$ cat config.mk
export PLATFORM = sky130hd
export DESIGN_NAME = jtag_bsr_chain
export DESIGN_NICKNAME = d
export VERILOG_FILES = /design/src/rtl/jtag_bsr_chain_pkg.sv /design/src/rtl/jtag_bsr_cell.sv /design/src/rtl/jtag_bsr_chain.sv
export SDC_FILE = /design/constraint.sdc
export NUM_CORES = 1
export LEC_CHECK = 0
export ABC_CLOCK_PERIOD_IN_PS = 1800
export CAP_MARGIN = 25
export CORE_ASPECT_RATIO = 0.8
export CORE_UTILIZATION = 35
export CTS_BUF_LIST = sky130_fd_sc_hd__clkbuf_8
export DETAILED_ROUTE_END_ITERATION = 7
export PLACE_DENSITY = 0.74
export SLEW_MARGIN = 0
export SYNTH_ARGS = -nofsm -noshare
export SYNTH_HDL_FRONTEND = slang
export SYNTH_SLANG_ARGS = --single-unit
$ cat constraint.sdc
create_clock -name tck_pad_i -period 1.8 [get_ports tck_pad_i]
set_input_delay 0.54 -clock tck_pad_i [delete_from_list [all_inputs] [get_ports tck_pad_i]]
set_output_delay 0.54 -clock tck_pad_i [all_outputs]
set_load 0.02 [all_outputs]
$ cat src/rtl/jtag_bsr_chain_pkg.sv
// rtl/jtag_bsr_chain_pkg.sv - shared constants, strobe operation type and decode helper for the BSR chain
package jtag_bsr_chain_pkg;

    localparam int DEF_BSR_LEN = 8;
    localparam logic [7:0] DEF_OUT_MASK = 8'hF0;
    localparam logic [7:0] DEF_UPD_RST = 8'h00;

    // IR opcodes that select the boundary-scan register
    localparam logic [3:0] IR_EXTEST = 4'h0;
    localparam logic [3:0] IR_SAMPLE_PRELOAD = 4'h1;

    typedef enum logic [1:0] {
        BSR_OP_HOLD    = 2'd0,
        BSR_OP_CAPTURE = 2'd1,
        BSR_OP_SHIFT   = 2'd2,
        BSR_OP_UPDATE  = 2'd3
    } bsr_op_e;

    // Capture beats shift beats update; nothing happens unless the BSR is selected
    function automatic bsr_op_e bsr_decode(input logic sel, input logic cap,
                                           input logic sh, input logic upd);
        bsr_op_e op;
        op = BSR_OP_HOLD;
        if (sel) begin
            if (cap) begin
                op = BSR_OP_CAPTURE;
            end else if (sh) begin
                op = BSR_OP_SHIFT;
            end else if (upd) begin
                op = BSR_OP_UPDATE;
            end
        end
        return op;
    endfunction

endpackage

$ cat src/rtl/jtag_bsr_cell.sv
// rtl/jtag_bsr_cell.sv - one boundary-scan cell: capture/shift flop, update flop, pad/core mux
module jtag_bsr_cell
    import jtag_bsr_chain_pkg::*;
#(
    parameter bit IS_OUT = 1'b0,
    parameter bit UPD_RST = 1'b0
) (
    input  logic tck,
    input  logic trst_n,
    input  bsr_op_e op,
    input  logic extest,
    input  logic serial_in,
    input  logic pad_val,
    input  logic core_val,
    output logic pad_drive,
    output logic core_drive,
    output logic serial_out
);

    logic shift_q;
    logic upd_q;

    // Capture/shift stage; the update stage only moves on an explicit update so SAMPLE is non-intrusive
    always_ff @(posedge tck) begin
        if (!trst_n) begin
            shift_q <= 1'b0;
            upd_q   <= UPD_RST;
        end else begin
            case (op)
                BSR_OP_CAPTURE: shift_q <= IS_OUT ? core_val : pad_val;
                BSR_OP_SHIFT:   shift_q <= serial_in;
                BSR_OP_UPDATE:  upd_q   <= shift_q;
                default: ;
            endcase
        end
    end

    // Output cells pass core data to the pad unless EXTEST hands the pad to the update flop
    always_comb begin
        pad_drive  = 1'b0;
        core_drive = pad_val;
        if (IS_OUT) begin
            pad_drive  = extest ? upd_q : core_val;
            core_drive = core_val;
        end
    end

    assign serial_out = shift_q;

endmodule

$ cat src/rtl/jtag_bsr_chain.sv
// rtl/jtag_bsr_chain.sv - boundary-scan register chain between TAP TDI and tap_top bs_chain_tdi_i
module jtag_bsr_chain
    import jtag_bsr_chain_pkg::*;
#(
    parameter int BSR_LEN = DEF_BSR_LEN,
    parameter logic [BSR_LEN-1:0] OUT_MASK = DEF_OUT_MASK,
    parameter logic [BSR_LEN-1:0] UPD_RST = DEF_UPD_RST
) (
    input  logic               tck_pad_i,
    input  logic               trst_pad_i,
    input  logic               tdi_i,
    input  logic               select_i,
    input  logic               extest_i,
    input  logic               capture_dr_i,
    input  logic               shift_dr_i,
    input  logic               update_dr_i,
    input  logic [BSR_LEN-1:0] pad_i,
    input  logic [BSR_LEN-1:0] core_i,
    output logic [BSR_LEN-1:0] pad_o,
    output logic [BSR_LEN-1:0] core_o,
    output logic               tdo_o
);

    // link[i+1] feeds cell i; link[0] is cell 0's shift flop, the bit nearest TDO
    logic [BSR_LEN:0] link;
    logic             extest_eff;
    bsr_op_e          op;

    assign link[BSR_LEN] = tdi_i;
    assign op = bsr_decode(select_i, capture_dr_i, shift_dr_i, update_dr_i);

    // While reset is held the pads must follow the core, whatever the IR says
    assign extest_eff = extest_i & trst_pad_i;

    // Held-reset cycles present 0 even before the first clock edge has cleared the flops
    assign tdo_o = trst_pad_i & link[0];

    for (genvar i = 0; i < BSR_LEN; i++) begin : g_cell
        jtag_bsr_cell #(
            .IS_OUT (OUT_MASK[i]),
            .UPD_RST(UPD_RST[i])
        ) u_cell (
            .tck       (tck_pad_i),
            .trst_n    (trst_pad_i),
            .op        (op),
            .extest    (extest_eff),
            .serial_in (link[i+1]),
            .pad_val   (pad_i[i]),
            .core_val  (core_i[i]),
            .pad_drive (pad_o[i]),
            .core_drive(core_o[i]),
            .serial_out(link[i])
        );
    end

endmodule

==> flow_summary.json <==
{
  "clock_skew_ns": 0.00292,
  "via_count": 615,
  "cts_buffers": 3,
  "critPathKind": "primary input to primary output",
  "required_ns": 1.26,
  "postCtsSetupBuffers": 0,
  "dp_hpwl_um": 1050,
  "fin_crit_ns": 1.75,
  "setup_viol": 0,
  "drtIter0Drc": 6,
  "grt_pass1_vias": 561,
  "postRouteAntennaNets": 0,
  "p_switching_uw": 211,
  "synthFlopType": "dfxtp_1",
  "cp.depth": 4,
  "layout-drive-gt1-share": 0.352,
  "grt-busiest-layer": "met2",
  "tns_ns": 0,
  "fmax_ghz": 0.570,
  "place_congestion": 0.693,
  "overflow": 0,
  "nets": 133,
  "ir_drop_uv": 547,
  "stdcell_count": 129,
  "met1_usage": 0.171,
  "synth.distinct_cells": 17,
  "r2r_end": "g_cell[6].u_cell.serial_out",
  "grt_max_degree": 17,
  "avgSynthCellArea_sq_um": 9.27,
  "combPwrFrac": 0.253,
  "cts_tree": "yes",
  "p_seq_frac": 0.377,
  "ys.warnings.count": 0,
  "dp_cells": 125,
  "cts.hold.buffers_added": 0,
  "p_leak_uw": 0.000478,
  "ys_seq_area_frac": 0.324,
  "finalCritPeriodShare": 0.974,
  "cts_buffer_depth": 2,
  "synth_edf_count": 0,
  "grt_pass1_wl_um": 2390,
  "synthArstFlopShare": 0,
  "clk_pin_slew_ns": 0.05,
  "cts_htree_levels": 1,
  "use_met2": 0.225,
  "gr-usage-all-layers": 0.148,
  "clockPowerShare": 0.370,
  "startpoint": "extest_i",
  "synthCells": 80,
  "hold_path_class": "register to register",
  "ff2ff_setup_slack_ns": 1.12,
  "synth_area_leaders": "dfxtp_1 (32%), buf_4 (17%), mux2i_1 (16%)",
  "p_per_area_nw_per_um2": 737,
  "grt_use_met3": 0.0645,
  "p_sw_frac": 0.265,
  "wl_per_cell_um": 11.9,
  "synth.cell_area_sq_um": 742,
  "holdWs_ns": 0.504,
  "hold_viol": 0,
  "area.growth.synth_to_final_pct": 45.7,
  "synth_top_area_frac": 0.324,
  "cts.sinks": 12,
  "cp-start-kind": "primary input",
  "design_area_sq_um": 1080,
  "cp_num_buf_inv": 2,
  "viasPerCell": 4.77,
  "status": "finished, final reports clean",
  "cts-root-buf": "clkbuf_8",
  "internal_power_uw": 586,
  "reg2regPathDepth": 2,
  "path_cells": "buf_2 -> nand2_4 -> mux2_4 -> buf_6",
  "rows": 14,
  "drc": 0,
  "clkLatencyLatePin_ns": 0.24,
  "hold_start": "g_cell[2].u_cell.serial_out",
  "diodes": 0,
  "crit_fanout": 4,
  "drv_cap": 0,
  "fp.dieW_um": 53.5,
  "cpMaxStageDelayCell": "mux2_4",
  "yosysTopAreaCell": "dfxtp_1",
  "dr.pass1.iters": 3,
  "wl_um": 1540,
  "crit_family": "multiplexers",
  "synth_most_common_cell": "buf_4",
  "slew_viol_final": 0,
  "synth_common_cells": "buf_4 (17), dfxtp_1 (12), mux2i_1 (12)",
  "crit_path_end_kind": "primary output",
  "antenna_found_initial": 0,
  "slowest_delay_ns": 0.32,
  "start_util": 0.382,
  "core_area_sq_um": 1940,
  "dpl-instance-area_sq_um": 998,
  "critPathArrivalTime_ns": 1.21,
  "crit_path_end": "pad_o[4]",
  "io_buffers": 28,
  "r2r_start": "g_cell[7].u_cell.serial_out",
  "power_uw": 797,
  "synth-seq-cells": 12,
  "dieArea_sq_um": 2310,
  "dieHeight_um": 43.2,
  "io_pins": 41
}
cells by family (layout without fill, tap and decap cells):
logic type,Yosys count,count (layout),share of synthesized area
buf+inv,21,43,0.199
simple gates,9,9,0.0742
flops,12,12,0.324
fa+ha+maj,3,3,0.0506
mux,16,16,0.223
other cells,1,4,0.00505
compound gates,18,18,0.125
final cells by class:
type,instances,area (sq um)
sequential,12,240
tap,24,30.0
clock buffer,4,55.1
timing repair buffer,39,324
fill,175,863
multi-input combinational,50,432
power groups by stage:
stage / logic [uW] / clock network, uW / registers [uW]
after floorplan: 126 / 0 / 301
after global placement: 188 / 0 / 304
after detailed placement: 193 / 0 / 305
after CTS: 196 / 301 / 300
after global routing: 216 / 316 / 304
final: 202 / 295 / 300
worst reg2reg max path, delay by kind of cell (launching register included):
kind            cells  cell delay (ns)
flops               1             0.33
mux                 1             0.15
compound gates      1             0.09
metal layers:
layer | up-vias | share of wire | routed length [um]
met3 | 5 | 0.057 | 88
met5 | - | 0 | 0
met1 | 282 | 0.41 | 630
met2 | 22 | 0.51 | 790
met4 | 0 | 0.017 | 26
li1 | 306 | - | -
cell usage in the layout (no fill, tap or decap), drive strengths merged:
cell	instances
buf	23
mux2i	12
dfxtp	12
o21ai	9
a21oi	8
clkdlybuf4s50	7
dlygate4sd2	7
nor2b	5
mux2	4
conb	4
clkbuf	4
ha	3
dlymetal6s2s	2
nand2	1
nor2	1
nor3b	1
o21a	1
and2	1
flip-flops by register name (all words and copies together), names as in the netlist:
name / cells
g_cell.u_cell.serial_out: 8
g_cell.u_cell.upd_q: 4
worst min path at each step:
stage | endpoint | depth (start not counted)
6_report | g_cell[2].u_cell.serial_out | 2
5_1_grt | g_cell[4].u_cell.upd_q | 2
4_1_cts | g_cell[3].u_cell.serial_out | 2
3_5_place_dp | g_cell[3].u_cell.serial_out | 2
3_3_place_gp | g_cell[3].u_cell.serial_out | 2
2_1_floorplan | g_cell[4].u_cell.upd_q | 2
stage by stage:
stage	setup slack, ns	util
2_1_floorplan	0.157	-
3_3_place_gp	-0.706	0.514
3_5_place_dp	-0.753	0.514
4_1_cts	-0.0415	0.539
5_1_grt	-0.0223	0.556
6_report	0.0459	0.556
repair_timing:
| item | CTS | global route |
|---|---|---|
| resized for setup | 76 | 7 |
| pin swaps | 2 | 2 |
| endpoints found under the setup margin | 25 | 9 |
(Power assumes the default switching activity.)
